===== config.mk =====
export PLATFORM = sky130hd
export DESIGN_NAME = bin_to_bcd_seq_flat
export DESIGN_NICKNAME = d
export VERILOG_FILES = /design/src/rtl/bin_to_bcd_seq_if.sv /design/src/rtl/bin_to_bcd_seq.sv /design/src/flat_wrapper.sv
export SDC_FILE = /design/constraint.sdc
export NUM_CORES = 1
export LEC_CHECK = 0
export BUFFER_PORTS_ARGS = -buffer_cell sky130_fd_sc_hd__buf_4
export CAP_MARGIN = 20
export CORE_MARGIN = 1.5
export CORE_UTILIZATION = 30
export DETAILED_ROUTE_END_ITERATION = 12
export PLACE_DENSITY = 0.46
export SLEW_MARGIN = 20
export SYNTH_ARGS = -nofsm -noshare
export SYNTH_HDL_FRONTEND = slang
export SYNTH_SLANG_ARGS = --single-unit

===== constraint.sdc =====
create_clock -name clk -period 3.54 [get_ports clk]
set_input_delay 0.177 -clock clk [delete_from_list [all_inputs] [get_ports clk]]
set_output_delay 0.177 -clock clk [all_outputs]
set_load 0.01 [all_outputs]

===== src/rtl/bin_to_bcd_seq_if.sv =====
// Start/busy/done handshake and data bundle for bin_to_bcd_seq.
// master drives start/bin; slave returns status and result.
interface bin_to_bcd_seq_if #(
  parameter int BIN_W  = 12,
  parameter int DIGITS = 4
);
  logic                  start;
  logic [BIN_W-1:0]      bin;
  logic                  busy;
  logic                  done;
  logic [4*DIGITS-1:0]   bcd;
  logic                  overflow;

  modport master (
    output start, bin,
    input  busy, done, bcd, overflow
  );

  modport slave (
    input  start, bin,
    output busy, done, bcd, overflow
  );
endinterface


===== src/rtl/bin_to_bcd_seq.sv =====
// Sequential double-dabble binary-to-BCD converter, one bit per clock.
// Optional macro BCD_SAT_EN: saturate bcd to all nines on overflow.
module bin_to_bcd_seq #(
  parameter int BIN_W  = 12,
  parameter int DIGITS = 4
) (
  input  logic            clk,
  input  logic            reset_p,
  bin_to_bcd_seq_if.slave bus
);
  localparam int BW = 4 * DIGITS;
  localparam int CW = $clog2(BIN_W + 1);
`ifdef BCD_SAT_EN
  localparam logic [BW-1:0] ALL9 = {DIGITS{4'h9}};
`endif

  typedef enum logic [1:0] {
    IDLE,
    SHIFT,
    DONE
  } state_t;

  state_t           state_q, state_d;
  logic [BIN_W-1:0] sr_q, sr_d;
  logic [BW-1:0]    wk_q, wk_d, wk_adj;
  logic [BW-1:0]    bcd_q, bcd_d;
  logic [CW-1:0]    cnt_q, cnt_d;
  logic             ovf_q, ovf_d;
  logic             overflow_q, overflow_d;
  logic             done_q, done_d;

  // One shared set of +3 adjusters, applied to every digit in parallel
  always_comb begin
    wk_adj = wk_q;
    for (int i = 0; i < DIGITS; i++) begin
      if (wk_q[4*i +: 4] > 4'd4)
        wk_adj[4*i +: 4] = wk_q[4*i +: 4] + 4'd3;
    end
  end

  always_comb begin
    state_d    = state_q;
    sr_d       = sr_q;
    wk_d       = wk_q;
    cnt_d      = cnt_q;
    ovf_d      = ovf_q;
    bcd_d      = bcd_q;
    overflow_d = overflow_q;
    done_d     = 1'b0;
    unique case (state_q)
      IDLE: begin
        if (bus.start) begin
          sr_d    = bus.bin;
          wk_d    = '0;
          ovf_d   = 1'b0;
          cnt_d   = CW'(BIN_W);
          state_d = SHIFT;
        end
      end
      SHIFT: begin
        wk_d  = {wk_adj[BW-2:0], sr_q[BIN_W-1]};
        sr_d  = {sr_q[BIN_W-2:0], 1'b0};
        ovf_d = ovf_q | wk_adj[BW-1];
        cnt_d = cnt_q - CW'(1);
        if (cnt_q == CW'(1))
          state_d = DONE;
      end
      DONE: begin
`ifdef BCD_SAT_EN
        bcd_d = ovf_q ? ALL9 : wk_q;
`else
        bcd_d = wk_q;
`endif
        overflow_d = ovf_q;
        done_d     = 1'b1;
        state_d    = IDLE;
      end
      default: state_d = IDLE;
    endcase
  end

  always_ff @(posedge clk or posedge reset_p) begin
    if (reset_p) begin
      state_q    <= IDLE;
      sr_q       <= '0;
      wk_q       <= '0;
      cnt_q      <= '0;
      ovf_q      <= 1'b0;
      bcd_q      <= '0;
      overflow_q <= 1'b0;
      done_q     <= 1'b0;
    end else begin
      state_q    <= state_d;
      sr_q       <= sr_d;
      wk_q       <= wk_d;
      cnt_q      <= cnt_d;
      ovf_q      <= ovf_d;
      bcd_q      <= bcd_d;
      overflow_q <= overflow_d;
      done_q     <= done_d;
    end
  end

  assign bus.busy     = (state_q == SHIFT);
  assign bus.done     = done_q;
  assign bus.bcd      = bcd_q;
  assign bus.overflow = overflow_q;
endmodule


===== src/flat_wrapper.sv =====
// flat-port wrapper written by rule: the top's interface ports become plain ports
module bin_to_bcd_seq_flat 
#(
  parameter int BIN_W  = 12,
  parameter int DIGITS = 4
)
  (clk, reset_p, bus_start, bus_bin, bus_busy, bus_done, bus_bcd, bus_overflow);
  bin_to_bcd_seq_if #(.BIN_W(BIN_W), .DIGITS(DIGITS)) bus_i ();
  input  logic clk;
  input  logic reset_p;
  input wire logic [$bits(bus_i.start)-1:0] bus_start;
  input wire logic [$bits(bus_i.bin)-1:0] bus_bin;
  output wire logic [$bits(bus_i.busy)-1:0] bus_busy;
  output wire logic [$bits(bus_i.done)-1:0] bus_done;
  output wire logic [$bits(bus_i.bcd)-1:0] bus_bcd;
  output wire logic [$bits(bus_i.overflow)-1:0] bus_overflow;
  assign bus_i.start = bus_start;
  assign bus_i.bin = bus_bin;
  assign bus_busy = bus_i.busy;
  assign bus_done = bus_i.done;
  assign bus_bcd = bus_i.bcd;
  assign bus_overflow = bus_i.overflow;
  bin_to_bcd_seq #(.BIN_W(BIN_W), .DIGITS(DIGITS)) u_core (.clk(clk), .reset_p(reset_p), .bus(bus_i));
endmodule

==> results of run 1 <==
cells in the final DEF, fill, tap and decap left out, types with 6 or more instances in the layout:
cell / netlist / layout
nand2_1: 23 / 23
buf_4: 1 / 35
and3b_1: 11 / 11
o21ai_1: 7 / 7
inv_1: 13 / 12
dfrtp_1: 53 / 53
mux2_2: 6 / 6
o21ai_0: 26 / 26
nor2_1: 7 / 7
a32o_1: 8 / 8
a21oi_1: 12 / 12
ha_1: 6 / 6
per-layer routing:
metal / vias up / GRT usage, % / wire, um
li1: 885 / - / -
met1: 854 / 16.4 / 2550
met2: 21 / 20.1 / 2360
met3: 5 / 2.37 / 112
met4: 0 / 4.41 / 81
met5: - / 0 / 0
final cells by class:
cell class                      instances  area, sq um  area share (%)
Sequential cell                        53         1330            44.6
Inverter                               14         52.6            1.77
Clock buffer                            5         68.8            2.32
Tap cell                              105          131            4.42
Multi-Input combinational cell        153         1080            36.5
Timing Repair Buffer                   35          263            8.84
Clock inverter                          3         46.3            1.56
worst register-to-register path, cell delays in order, from the launching register on:
cell and delay [ns]:
dfrtp_1 0.74, nand2b_4 0.37, inv_2 0.16, o21ai_0 0.17, o21ai_0 0.11
per-stage QoR:
step / setup WS (ns) / hold slack (ns) / util (%)
2_1_floorplan: 2.08 / 0.417 / -
3_3_place_gp: 1.89 / 0.360 / 34.4
3_5_place_dp: 1.86 / 0.362 / 34.4
4_1_cts: 1.58 / 0.0203 / 35.8
5_1_grt: 1.46 / 0.0523 / 35.8
6_report: 1.62 / -0.00939 / 35.8
kinds of logic (layout without fill, tap and decap cells):
kind of cell / count (synthesis) / in the layout / synth area share (%)
simple gates: 59 / 59 / 13.9
compound gates: 74 / 74 / 18.7
mux: 14 / 14 / 6.27
buf+inv: 27 / 57 / 7.14
flops: 53 / 53 / 51.1
fa+ha+maj: 6 / 6 / 2.89
path summary, 6_finish.rpt:
kind | slack [ns] | to | from | cells past startpoint
hold reg to reg | 0.49 | u_core.sr_q[11]$_DFFE_PP0P_ | u_core.sr_q[11]$_DFFE_PP0P_ | 2
min in group clk | 0.26 | u_core.sr_q[2]$_DFFE_PP0P_ | bus_bin[2] | 4
setup / recovery | 1.62 | bus_busy | u_core.state_q[1]$_DFFE_PP0P_ | 3
hold / removal | -0.009 | u_core.bus.bcd[2]$_DFFE_PP0P_ | reset_p | 2
max in group asynchronous | 2.80 | u_core.wk_q[1]$_DFFE_PP0P_ | reset_p | 3
setup reg to reg | 1.89 | u_core.ovf_q$_DFFE_PP0P_ | u_core.state_q[1]$_DFFE_PP0P_ | 4
power groups by stage:
stage | sequential (mW) | clock, mW | combinational, mW
after floorplan | 1.04 | 0 | 0.932
after global placement | 1.06 | 0 | 1.15
after detailed placement | 1.06 | 0 | 1.16
after CTS | 1.05 | 0.436 | 1.16
after global routing | 1.09 | 0.461 | 1.31
final | 1.05 | 0.418 | 1.14
sequential cells by signal (all words and copies together) (netlist names):
name	cells
u_core.bus.done	1
u_core.sr_q	12
u_core.wk_q	16
u_core.cnt_q	4
u_core.bus.bcd	16
u_core.state_q	2
u_core.ovf_q	1
u_core.bus.overflow	1
==> report_table.html, run 1 <==
<table>
<tr><th>Metric</th><th>Value</th></tr>
<tr><th colspan="2">Run status</th></tr>
<tr><td>Outcome</td><td>finished with violations</td></tr>
<tr><td>Violated checks</td><td>hold timing</td></tr>
<tr><th colspan="2">Routing</th></tr>
<tr><td>Total via count in the routed design</td><td>1765</td></tr>
<tr><td>Residual DRC count</td><td>0</td></tr>
<tr><td>Total iterations of the first detailed-routing run</td><td>4</td></tr>
<tr><td>DRT Wirelength</td><td>between 5000 and 6000 um</td></tr>
<tr><td>Drt wl/cell</td><td>13.9 um</td></tr>
<tr><td>Ratio of routed vias to standard cells</td><td>4.80</td></tr>
<tr><td>Antenna Nets Post-Route</td><td>0</td></tr>
<tr><td>Number of DRC markers after the initial detailed-route iteration</td><td>43</td></tr>
<tr><th colspan="2">Placement</th></tr>
<tr><td>Routability congestion estimate</td><td>0.765</td></tr>
<tr><td>Buffers on Ports</td><td>33</td></tr>
<tr><td>Post-DP HPWL</td><td>3360 um</td></tr>
<tr><td>Instance count after placement with tap cells included</td><td>360</td></tr>
<tr><td>Cell area reported after detailed placement</td><td>2860 sq um</td></tr>
<tr><th colspan="2">Clock tree</th></tr>
<tr><td># hold bufs at CTS</td><td>0</td></tr>
<tr><td>Clock transition at the registers of the reported paths</td><td>0.11 ns</td></tr>
<tr><td>Count of buffers added by post-CTS timing repair for setup</td><td>0</td></tr>
<tr><td>Number of H-tree levels</td><td>2</td></tr>
<tr><td>TritonCTS clock tree</td><td>done</td></tr>
<tr><td>Post-cts resize count</td><td>0</td></tr>
<tr><td>Number of buffers inserted during clock tree synthesis</td><td>5</td></tr>
<tr><td>Worst-Skew Late Latency</td><td>around 0.31 ns</td></tr>
<tr><td>Clk root buf</td><td>clkbuf_8</td></tr>
<tr><td>Maximum buffer depth of the clock tree</td><td>2</td></tr>
<tr><td>Num Clock Sinks</td><td>53</td></tr>
<tr><th colspan="2">Floorplan</th></tr>
<tr><td>Die outline height</td><td>96.0 um</td></tr>
<tr><td>Num ports</td><td>34</td></tr>
<tr><td>Die X-Extent</td><td>between 90 and 100 um</td></tr>
<tr><td>Row count</td><td>33</td></tr>
<tr><td>CORE AREA</td><td>8300 sq um</td></tr>
<tr><td>Die Footprint</td><td>between 9000 and 10000 sq um</td></tr>
<tr><td>Initial Util</td><td>31.3%</td></tr>
<tr><th colspan="2">Synthesis</th></tr>
<tr><td>Share of flip-flops with an asynchronous set or reset</td><td>100%</td></tr>
<tr><td>Biggest area consumer among synthesized cells</td><td>dfrtp_1</td></tr>
<tr><td>Mapped cell area</td><td>2590 sq um</td></tr>
<tr><td>Syn Inst Count</td><td>233</td></tr>
<tr><td>Yosys top cell area share</td><td>between 50 and 60%</td></tr>
<tr><td>Syn Nets</td><td>between 200 and 300</td></tr>
<tr><td>Post-Synthesis Mean Instance Area</td><td>roughly 11 sq um</td></tr>
<tr><td>Number of enable flip-flop cells after synthesis</td><td>0</td></tr>
<tr><td>Primary flip-flop cell chosen by synthesis mapping</td><td>dfrtp_1</td></tr>
<tr><td>Top area cells in the synthesized netlist</td><td>dfrtp_1 51%, o21ai_0 5.0%, buf_6 3.9%</td></tr>
<tr><td>Cell types with the highest counts after synthesis</td><td>53 x dfrtp_1, 26 x o21ai_0, 23 x nand2_1, 13 x inv_1, 12 x a21oi_1</td></tr>
<tr><td>Most instantiated library cell after synthesis</td><td>dfrtp_1</td></tr>
<tr><td>Netlist cell types</td><td>35</td></tr>
<tr><td>Number of register bits inferred by synthesis</td><td>between 50 and 60</td></tr>
<tr><td>Sequential cell area fraction in the yosys report</td><td>between 50% and 60%</td></tr>
<tr><td>Count of yosys warnings during synthesis</td><td>0</td></tr>
<tr><th colspan="2">Timing</th></tr>
<tr><td>Final Hold Vio Count</td><td>14</td></tr>
<tr><td>RSZ-0062 raised after global routing</td><td>false</td></tr>
<tr><td>Final worst path period need</td><td>1.92 ns</td></tr>
<tr><td>Final setup violation count</td><td>0</td></tr>
<tr><td>Post-Route Setup TNS</td><td>0 ns</td></tr>
<tr><td>Tightest hold margin</td><td>-0.00939 ns</td></tr>
<tr><td>Slew at the pin closest to its max-slew limit</td><td>between 0.7 and 0.8 ns</td></tr>
<tr><td>Final slew viol count</td><td>0</td></tr>
<tr><td>Fin crit share</td><td>between 50% and 60%</td></tr>
<tr><td>Upper clock frequency limit</td><td>approximately 520 MHz</td></tr>
<tr><td>Worst Skew</td><td>around 0.013 ns</td></tr>
<tr><td>Slew Limit Headroom</td><td>around 52%</td></tr>
<tr><th colspan="2">Worst setup path</th></tr>
<tr><td>Count of buffer and inverter cells on the critical path</td><td>2</td></tr>
<tr><td>Highest-delay cell along the critical path</td><td>dfrtp_1</td></tr>
<tr><td>Setup CP Type</td><td>reg -&gt; out</td></tr>
<tr><td>Data arrival time at the worst-slack endpoint</td><td>around 1.7 ns</td></tr>
<tr><td>Required time at the worst-slack endpoint</td><td>3.36 ns</td></tr>
<tr><td>List of cells traversed by the critical path</td><td>nand2b_4 -&gt; inv_2 -&gt; buf_4</td></tr>
<tr><td>Critical path peak fanout</td><td>19</td></tr>
<tr><td>Startpoint class of the critical path</td><td>flip-flop</td></tr>
<tr><td>Category of the worst setup path capture point</td><td>output port</td></tr>
<tr><td>Worst path top cell family by delay</td><td>flip-flops</td></tr>
<tr><td>Largest stage delay on the critical path</td><td>approximately 0.74 ns</td></tr>
<tr><th colspan="2">Layout</th></tr>
<tr><td>Area growth from synthesis to layout</td><td>14.5%</td></tr>
<tr><td>Nets@finish</td><td>283</td></tr>
<tr><td>Number of diodes added for antenna fixing</td><td>0</td></tr>
<tr><td>Finished Layout Cells</td><td>approximately 370</td></tr>
<tr><td>Final standard cell area without fillers</td><td>just under 3000 sq um</td></tr>
<tr><td>Share of final-layout standard cells stronger than drive strength 1</td><td>between 20% and 30%</td></tr>
<tr><td>Filler Cells Inserted</td><td>846</td></tr>
<tr><th colspan="2">Global routing</th></tr>
<tr><td>Maximum number of pins on one net before global-route repair</td><td>35</td></tr>
<tr><td>Number of global-route vias before repair</td><td>between 1.5k and 2k</td></tr>
<tr><td>GR Overflow Total</td><td>0</td></tr>
<tr><td>First-pass GRT wire length</td><td>8750 um</td></tr>
<tr><td>Antenna violations before repair</td><td>0</td></tr>
<tr><td>Global-route usage over all layers</td><td>between 10% and 20%</td></tr>
<tr><th colspan="2">Power and ir drop</th></tr>
<tr><td>Clock share of power</td><td>16.0%</td></tr>
<tr><td>IR Drop Worst-Case VDD</td><td>about 0.27 mV</td></tr>
<tr><td>Total Power</td><td>roughly 2.6 mW</td></tr>
<tr><td>Static Leak</td><td>1.44 nW</td></tr>
<tr><td>Sequential Power Share</td><td>40.2%</td></tr>
<tr><td>Switching share of power</td><td>37.6%</td></tr>
<tr><td>P per Cell Area</td><td>878 nW/um^2</td></tr>
<tr><td>Internal Pwr Total</td><td>approximately 1.6 mW</td></tr>
<tr><td>Net switching power</td><td>0.980 mW</td></tr>
<tr><td>Combinational cell fraction of total power</td><td>between 40% and 50%</td></tr>
<tr><th colspan="2">Flow run</th></tr>
<tr><td>Number of violations of the max-capacitance limit</td><td>0</td></tr>
<tr><th colspan="2">Worst hold path</th></tr>
<tr><td>Worst hold-check path type</td><td>in -&gt; async</td></tr>
</table>
(Power assumes the default switching activity.)
==> run 2, diff against run 1 <==
clock period = 2 ns   (was 3.54 ns; I/O delays follow)
==> run 2 against run 1 <==
- the flow now finishes without violations
- setup slack got worse by 1.2 ns
- via count increased by 1.0%
- die area is the same
- critical path depth unchanged
- cell count up 0.82%
- final area increased by 0.17%
- critical path type unchanged
- critical endpoint unchanged
- largest cell class unchanged
==> report_table.html, run 2 (synthesized netlist as in run 1, its figures left out) <==
<table>
<tr><th>Metric</th><th>Value</th></tr>
<tr><th colspan="2">Timing</th></tr>
<tr><td>Worst Skew</td><td>a little under 0.009 ns</td></tr>
<tr><td>Final slew viol count</td><td>0</td></tr>
<tr><td>RSZ-0062 raised after global routing</td><td>false</td></tr>
<tr><td>Final worst path period need</td><td>between 1.5 and 2 ns</td></tr>
<tr><td>Slew at the pin closest to its max-slew limit</td><td>roughly 0.6 ns</td></tr>
<tr><td>Final setup violation count</td><td>0</td></tr>
<tr><td>Post-Route Setup TNS</td><td>0 ns</td></tr>
<tr><td>Final Hold Vio Count</td><td>0</td></tr>
<tr><td>Upper clock frequency limit</td><td>slightly above 600 MHz</td></tr>
<tr><td>Slew Limit Headroom</td><td>about three fifths</td></tr>
<tr><td>Fin crit share</td><td>80.7%</td></tr>
<tr><th colspan="2">Layout</th></tr>
<tr><td>Filler Cells Inserted</td><td>between 800 and 900</td></tr>
<tr><td>Number of diodes added for antenna fixing</td><td>0</td></tr>
<tr><td>Share of final-layout standard cells stronger than drive strength 1</td><td>24.1%</td></tr>
<tr><td>Most frequent cells in the layout</td><td>53 x dfrtp_1, 36 x buf_4, 26 x o21ai_0</td></tr>
<tr><td>Most frequent standard cell in the layout excluding fill and tap cells</td><td>dfrtp_1</td></tr>
<tr><td>Area growth from synthesis to layout</td><td>14.7%</td></tr>
<tr><td>Nets@finish</td><td>286</td></tr>
<tr><td>Final standard cell area without fillers</td><td>~3000 sq um</td></tr>
<tr><th colspan="2">Floorplan</th></tr>
<tr><td>Initial Util</td><td>a little under a third</td></tr>
<tr><td>Row count</td><td>33</td></tr>
<tr><td>Die Footprint</td><td>slightly above 9000 sq um</td></tr>
<tr><td>CORE AREA</td><td>approximately 8300 sq um</td></tr>
<tr><td>Die X-Extent</td><td>approximately 96 um</td></tr>
<tr><td>Die outline height</td><td>just under 100 um</td></tr>
<tr><td>Num ports</td><td>34</td></tr>
<tr><th colspan="2">Clock tree</th></tr>
<tr><td>Clk root buf</td><td>clkbuf_8</td></tr>
<tr><td>TritonCTS clock tree</td><td>done</td></tr>
<tr><td>Post-cts resize count</td><td>0</td></tr>
<tr><td>Maximum buffer depth of the clock tree</td><td>2</td></tr>
<tr><td>Number of H-tree levels</td><td>2</td></tr>
<tr><td>Clock transition at the registers of the reported paths</td><td>approximately 0.09 ns</td></tr>
<tr><td>Worst-Skew Late Latency</td><td>0.30 ns</td></tr>
<tr><td>Number of buffers inserted during clock tree synthesis</td><td>5</td></tr>
<tr><td>Num Clock Sinks</td><td>between 50 and 60</td></tr>
<tr><th colspan="2">Routing</th></tr>
<tr><td>Total via count in the routed design</td><td>1783</td></tr>
<tr><td>Highest layer used for signal routing</td><td>met4</td></tr>
<tr><td>Met2 routed wirelength</td><td>2340 um</td></tr>
<tr><td>Residual DRC count</td><td>0</td></tr>
<tr><td>Ratio of routed vias to standard cells</td><td>4.81</td></tr>
<tr><td>Antenna Nets Post-Route</td><td>0</td></tr>
<tr><td>Wire length on met3</td><td>approximately 130 um</td></tr>
<tr><td>Routed metal-1 wire length</td><td>2600 um</td></tr>
<tr><td>Number of DRC markers after the initial detailed-route iteration</td><td>slightly below 60</td></tr>
<tr><td>Drt wl/cell</td><td>13.9 um</td></tr>
<tr><td>DRT Wirelength</td><td>~5200 um</td></tr>
<tr><td>Total iterations of the first detailed-routing run</td><td>4</td></tr>
<tr><th colspan="2">Worst hold path</th></tr>
<tr><td>Worst hold-check path type</td><td>in -&gt; reg</td></tr>
<tr><td>Start point of the worst min-delay path</td><td>bus_bin[4]</td></tr>
<tr><td>Hold Path Cell Cnt</td><td>4</td></tr>
<tr><td>Hold Path End</td><td>u_core.sr_q[4]$_DFFE_PP0P_</td></tr>
<tr><th colspan="2">Global routing</th></tr>
<tr><td>Maximum number of pins on one net before global-route repair</td><td>28</td></tr>
<tr><td>GR Overflow Total</td><td>0</td></tr>
<tr><td>Global-route usage over all layers</td><td>about an eighth</td></tr>
<tr><td>First-pass GRT wire length</td><td>approximately 8700 um</td></tr>
<tr><td>Antenna violations before repair</td><td>0</td></tr>
<tr><td>Number of global-route vias before repair</td><td>between 1.5k and 2k</td></tr>
<tr><th colspan="2">Power and ir drop</th></tr>
<tr><td>IR Drop Worst-Case VDD</td><td>0.464 mV</td></tr>
<tr><td>Static Leak</td><td>1.45 nW</td></tr>
<tr><td>P per Cell Area</td><td>roughly 1500 nW/um^2</td></tr>
<tr><th colspan="2">Worst setup path</th></tr>
<tr><td>List of cells traversed by the critical path</td><td>nand2b_4 -&gt; inv_2 -&gt; buf_4</td></tr>
<tr><td>Category of the worst setup path capture point</td><td>output port</td></tr>
<tr><td>Data arrival time at the worst-slack endpoint</td><td>approximately 1.5 ns</td></tr>
<tr><td>Number of cells on the worst reg-to-reg path</td><td>5</td></tr>
<tr><td>Largest stage delay on the critical path</td><td>about 0.50 ns</td></tr>
<tr><td>Startpoint of the worst-slack reg-to-reg timing path</td><td>u_core.wk_q[1]$_DFFE_PP0P_</td></tr>
<tr><td>Setup CP Type</td><td>reg -&gt; out</td></tr>
<tr><td>Required time at the worst-slack endpoint</td><td>between 1.5 and 2 ns</td></tr>
<tr><td>Critical path peak fanout</td><td>15</td></tr>
<tr><td>Reg2reg setup slack</td><td>around 0.47 ns</td></tr>
<tr><td>Endpoint of the lowest-slack register-to-register path</td><td>u_core.wk_q[2]$_DFFE_PP0P_</td></tr>
<tr><td>Startpoint class of the critical path</td><td>flip-flop</td></tr>
<tr><td>Highest-delay cell along the critical path</td><td>dfrtp_1</td></tr>
<tr><th colspan="2">Placement</th></tr>
<tr><td>Cell area reported after detailed placement</td><td>2880 sq um</td></tr>
<tr><td>Buffers on Ports</td><td>33</td></tr>
<tr><td>Routability congestion estimate</td><td>0.755</td></tr>
<tr><td>Post-DP HPWL</td><td>around 3400 um</td></tr>
<tr><th colspan="2">Flow run</th></tr>
<tr><td>Number of violations of the max-capacitance limit</td><td>0</td></tr>
<tr><th colspan="2">Run status</th></tr>
<tr><td>Outcome</td><td>finished, final reports clean</td></tr>
</table>
## run 2: what timing repair did
action | 4_1_cts | 5_1_grt
endpoints found under the hold margin | 26 | 0
endpoints found under the setup margin | 0 | 0
buffers inserted | 0 | 0
hold buffers | 1 | 0
## run 2: worst max-delay path: cells and delay by family, from the launching register on
family                 cells  cell delay (ns)
buffers and inverters      2             0.42
and+or+nand+nor            1             0.29
DFF                        1             0.50
## run 2: area by class of cell
cell class              instances  area [sq um]  area share [%]
clock buffers                   6          72.6            2.44
clock inverters                 2          10.0           0.336
inverters                      14          52.6            1.77
multi-input cells             153          1080            36.4
flip-flops and latches         53          1330            44.6
well taps                     105           131            4.41
repair buffers                 38           300            10.1
## run 2: layer usage
metal / up-vias / track usage [%]
li1: 896 / -
met1: 858 / 17.9
met2: 23 / 18.7
met3: 6 / 2.61
met4: 0 / 4.41
met5: - / 0
## run 2: worst max path at each step
stage                                   from  cells after the start                    endpoint
5_1_grt        u_core.state_q[1]$_DFFE_PP0P_                      3                    bus_busy
3_3_place_gp      u_core.wk_q[1]$_DFFE_PP0P_                      5  u_core.wk_q[2]$_DFFE_PP0P_
2_1_floorplan     u_core.wk_q[0]$_DFFE_PP0P_                      5  u_core.wk_q[2]$_DFFE_PP0P_
4_1_cts        u_core.state_q[1]$_DFFE_PP0P_                      3                    bus_busy
3_5_place_dp      u_core.wk_q[1]$_DFFE_PP0P_                      5  u_core.wk_q[2]$_DFFE_PP0P_
6_report       u_core.state_q[1]$_DFFE_PP0P_                      3                    bus_busy
## run 2: metrics by stage
stage | hold WS (ns) | worst slack (ns) | std cells | utilization (%) | total power [mW]
final | 0.187 | 0.386 | 371 | 35.9 | 4.50
after global routing | 0.197 | 0.300 | 371 | 35.9 | 4.93
after CTS | 0.186 | 0.346 | 371 | 35.9 | 4.58
after detailed placement | 0.232 | 0.501 | 362 | 34.8 | 3.97
after global placement | 0.221 | 0.532 | 362 | 34.8 | 3.94
after floorplan | 0.340 | 0.594 | 233 | - | 3.48
## run 2: report_power, final
| group | switching, mW | leakage, nW | internal [mW] |
|---|---|---|---|
| sequential | 0.343 | 0.684 | 1.50 |
| combinational | 1.04 | 0.719 | 1.03 |
| clock | 0.345 | 0.0450 | 0.244 |
| total | 1.73 | 1.45 | 2.78 |
==> run 3, diff against run 2 <==
ABC_AREA = 1   (was default)
PLACE_DENSITY = 0.48   (was 0.46)
clock period = 1.4 ns   (was 2 ns; I/O delays follow)
==> run 3 against run 2 <==
- utilization grew 3.8 points
- largest power group unchanged
- critical path type unchanged
- sequential share of layout area down 1.1 points
- clock skew shrank 0.0030 ns
- combinational power rose by 40%
- total power increased by 41%
- final area increased by 2.5%
- critical path depth rose by 2
- first-iteration DRC count down 12%
- wire length down 3.9%
==> report_table.html, run 3 <==
<table>
<tr><th>Metric</th><th>Value</th></tr>
<tr><th colspan="2">Global routing</th></tr>
<tr><td>Global-route usage over all layers</td><td>roughly an eighth</td></tr>
<tr><td>First-pass GRT wire length</td><td>~8500 um</td></tr>
<tr><td>Maximum number of pins on one net before global-route repair</td><td>35</td></tr>
<tr><td>Number of global-route vias before repair</td><td>roughly 1.8k</td></tr>
<tr><td>Antenna violations before repair</td><td>0</td></tr>
<tr><td>GR Overflow Total</td><td>0</td></tr>
<tr><th colspan="2">Floorplan</th></tr>
<tr><td>Num ports</td><td>34</td></tr>
<tr><td>Die Footprint</td><td>approximately 8500 sq um</td></tr>
<tr><td>Row count</td><td>32</td></tr>
<tr><td>Initial Util</td><td>a little under a third</td></tr>
<tr><td>CORE AREA</td><td>between 7000 and 8000 sq um</td></tr>
<tr><td>Die outline height</td><td>92.1 um</td></tr>
<tr><td>Die X-Extent</td><td>about 90 um</td></tr>
<tr><th colspan="2">Timing</th></tr>
<tr><td>RSZ-0062 raised after global routing</td><td>false</td></tr>
<tr><td>Final setup violation count</td><td>0</td></tr>
<tr><td>Slew Limit Headroom</td><td>71.9%</td></tr>
<tr><td>Final worst path period need</td><td>1.30 ns</td></tr>
<tr><td>Post-Route Setup TNS</td><td>0 ns</td></tr>
<tr><td>Crit path setup slack, layout</td><td>between 0.1 and 0.15 ns</td></tr>
<tr><td>Fin crit share</td><td>about 90%</td></tr>
<tr><td>Final Hold Vio Count</td><td>0</td></tr>
<tr><td>Final slew viol count</td><td>0</td></tr>
<tr><td>Tightest hold margin</td><td>around 0.12 ns</td></tr>
<tr><td>Slew at the pin closest to its max-slew limit</td><td>0.421 ns</td></tr>
<tr><td>Worst Skew</td><td>0.00583 ns</td></tr>
<tr><td>Upper clock frequency limit</td><td>771 MHz</td></tr>
<tr><th colspan="2">Synthesis</th></tr>
<tr><td>Syn Inst Count</td><td>284</td></tr>
<tr><td>Share of flip-flops with an asynchronous set or reset</td><td>100%</td></tr>
<tr><td>Netlist cell types</td><td>18</td></tr>
<tr><td>Post-Synthesis Mean Instance Area</td><td>~8.4 sq um</td></tr>
<tr><td>Sequential cell area fraction in the yosys report</td><td>a little under three fifths</td></tr>
<tr><td>Syn Nets</td><td>between 300 and 400</td></tr>
<tr><td>Mapped cell area</td><td>between 2000 and 2500 sq um</td></tr>
<tr><td>Primary flip-flop cell chosen by synthesis mapping</td><td>dfrtp_1</td></tr>
<tr><td>Cell types with the highest counts after synthesis</td><td>102 x nand2_1, 53 x dfrtp_1, 30 x o21ai_0, 25 x inv_1, 25 x nand3_1</td></tr>
<tr><td>Yosys top cell area share</td><td>roughly 56%</td></tr>
<tr><td>Biggest area consumer among synthesized cells</td><td>dfrtp_1</td></tr>
<tr><td>Count of yosys warnings during synthesis</td><td>0</td></tr>
<tr><td>Top area cells in the synthesized netlist</td><td>dfrtp_1 56%, nand2_1 16%, o21ai_0 6.3%</td></tr>
<tr><td>Number of register bits inferred by synthesis</td><td>53</td></tr>
<tr><td>Most instantiated library cell after synthesis</td><td>nand2_1</td></tr>
<tr><td>Number of enable flip-flop cells after synthesis</td><td>0</td></tr>
<tr><th colspan="2">Routing</th></tr>
<tr><td>Total via count in the routed design</td><td>between 1.5k and 2k</td></tr>
<tr><td>Total iterations of the first detailed-routing run</td><td>4</td></tr>
<tr><td>Drt wl/cell</td><td>around 11 um</td></tr>
<tr><td>Number of DRC markers after the initial detailed-route iteration</td><td>between 50 and 60</td></tr>
<tr><td>Ratio of routed vias to standard cells</td><td>~4.5</td></tr>
<tr><td>DRT Wirelength</td><td>4960 um</td></tr>
<tr><td>Antenna Nets Post-Route</td><td>0</td></tr>
<tr><td>Residual DRC count</td><td>0</td></tr>
<tr><th colspan="2">Placement</th></tr>
<tr><td>Post-Place Worst Slack</td><td>~0.14 ns</td></tr>
<tr><td>Instance count after placement with tap cells included</td><td>420</td></tr>
<tr><td>Routability congestion estimate</td><td>around 0.73</td></tr>
<tr><td>Post-DP HPWL</td><td>~3500 um</td></tr>
<tr><td>Buffers on Ports</td><td>33</td></tr>
<tr><th colspan="2">Clock tree</th></tr>
<tr><td>Number of H-tree levels</td><td>2</td></tr>
<tr><td>Clk root buf</td><td>clkbuf_8</td></tr>
<tr><td>Number of buffers inserted during clock tree synthesis</td><td>5</td></tr>
<tr><td>TritonCTS clock tree</td><td>done</td></tr>
<tr><td>Num Clock Sinks</td><td>between 50 and 60</td></tr>
<tr><td>Clock transition at the registers of the reported paths</td><td>0.09 ns</td></tr>
<tr><td>Maximum buffer depth of the clock tree</td><td>2</td></tr>
<tr><td>Worst-Skew Late Latency</td><td>around 0.3 ns</td></tr>
<tr><th colspan="2">Worst setup path</th></tr>
<tr><td>Required time at the worst-slack endpoint</td><td>~1.3 ns</td></tr>
<tr><td>Number of cells on the worst reg-to-reg path</td><td>7</td></tr>
<tr><td>Startpoint class of the critical path</td><td>flip-flop</td></tr>
<tr><td>Data arrival time at the worst-slack endpoint</td><td>1.23 ns</td></tr>
<tr><td>Setup CP Type</td><td>reg -&gt; out</td></tr>
<tr><td>Critical path peak fanout</td><td>10</td></tr>
<tr><td>Category of the worst setup path capture point</td><td>output port</td></tr>
<tr><th colspan="2">Layout</th></tr>
<tr><td>Number of diodes added for antenna fixing</td><td>0</td></tr>
<tr><td>Most frequent standard cell in the layout excluding fill and tap cells</td><td>nand2_1</td></tr>
<tr><td>Finished Layout Cells</td><td>between 400 and 500</td></tr>
<tr><td>Most frequent cells in the layout</td><td>102 x nand2_1, 53 x dfrtp_1, 40 x buf_4</td></tr>
<tr><td>Nets@finish</td><td>360</td></tr>
<tr><td>Share of final-layout standard cells stronger than drive strength 1</td><td>18.2%</td></tr>
<tr><td>Area growth from synthesis to layout</td><td>28.1%</td></tr>
<tr><th colspan="2">Power and ir drop</th></tr>
<tr><td>Static Leak</td><td>roughly 1.5 nW</td></tr>
<tr><td>IR Drop Worst-Case VDD</td><td>roughly 0.62 mV</td></tr>
<tr><td>P per Cell Area</td><td>just over 2000 nW/um^2</td></tr>
<tr><th colspan="2">Flow run</th></tr>
<tr><td>Number of violations of the max-capacitance limit</td><td>0</td></tr>
<tr><th colspan="2">Worst hold path</th></tr>
<tr><td>Worst hold-check path type</td><td>in -&gt; reg</td></tr>
<tr><td>Hold Path Cell Cnt</td><td>3</td></tr>
<tr><th colspan="2">Run status</th></tr>
<tr><td>Outcome</td><td>finished, final reports clean</td></tr>
</table>
run 3: changes by cell type after synthesis, moves of 5 or more:
cell     change
a21oi_1      -7
a32o_1       -8
and3b_1     -11
buf_2        +5
buf_6        -9
inv_1       +12
mux2_2       -6
mux2i_1      -5
nand2_1     +79
nand3_1     +25
nor3_1       -5
run 3: per-stage QoR:
stage          total power, mW  cell area, sq um  utilization, %
2_1_floorplan             4.50              2380               -
3_3_place_gp              5.44              2820            36.7
3_5_place_dp              5.50              2820            36.7
4_1_cts                   6.39              3030            39.5
5_1_grt                   6.99              3050            39.7
6_report                  6.34              3050            39.7
run 3: cells by family (layout without fill, tap and decap cells):
group | count (synthesis) | in the layout | synth area share, %
compound gates | 49 | 49 | 10.9
xor+xnor | 1 | 1 | 0.368
fa+ha+maj | 6 | 6 | 3.15
buf+inv | 38 | 94 | 6.62
flops | 53 | 53 | 55.7
simple gates | 137 | 137 | 23.3
run 3: final timing paths:
| path | from | end | slack [ns] |
|---|---|---|---|
| setup / recovery | u_core.state_q[1]$_DFFE_PP0P_ | bus_busy | 0.10 |
| hold / removal | bus_start | u_core.state_q[0]$_DFFE_PP0P_ | 0.12 |
| setup reg to reg | u_core.wk_q[5]$_DFFE_PP0P_ | u_core.wk_q[6]$_DFFE_PP0P_ | 0.14 |
| hold reg to reg | u_core.cnt_q[3]$_DFFE_PP0P_ | u_core.cnt_q[3]$_DFFE_PP0P_ | 0.47 |
| max in group asynchronous | reset_p | u_core.sr_q[1]$_DFFE_PP0P_ | 0.58 |
| min in group asynchronous | reset_p | u_core.sr_q[9]$_DFFE_PP0P_ | 0.31 |
run 3: power breakdown:
part           internal (mW)  switching, mW
Clock                  0.348          0.495
Combinational           1.26           1.64
Sequential              2.18          0.421
run 3: cell type report:
type | count | area, sq um
clock buffer | 6 | 72.6
fill | 825 | 4640
clock inverter | 2 | 10.0
inverter | 29 | 111
timing repair buffer | 57 | 502
sequential | 53 | 1330
tap | 102 | 128
multi-input combinational | 193 | 902
run 3: layer usage:
| metal | vias up | share of wire (%) | global-route usage [%] |
|---|---|---|---|
| met4 | 0 | 0.91 | 3.46 |
| met5 | - | 0 | 0 |
| met2 | 31 | 46 | 20.2 |
| met3 | 8 | 3.3 | 2.82 |
| li1 | 1022 | - | - |
| met1 | 907 | 49 | 17.1 |
run 3: repair_timing:
item | in CTS | in global routing
endpoints found under the hold margin | 28 | 0
hold buffers | 13 | 0
resized for setup | 0 | 4
endpoints found under the setup margin | 0 | 5
setup buffers | 0 | 1
run 3: critical path, stage by stage, from the launching register on:
cell and delay [ns]:
dfrtp_1 0.38, inv_2 0.07, nand2_2 0.11, inv_4 0.10
buf_6 0.14, buf_4 0.12
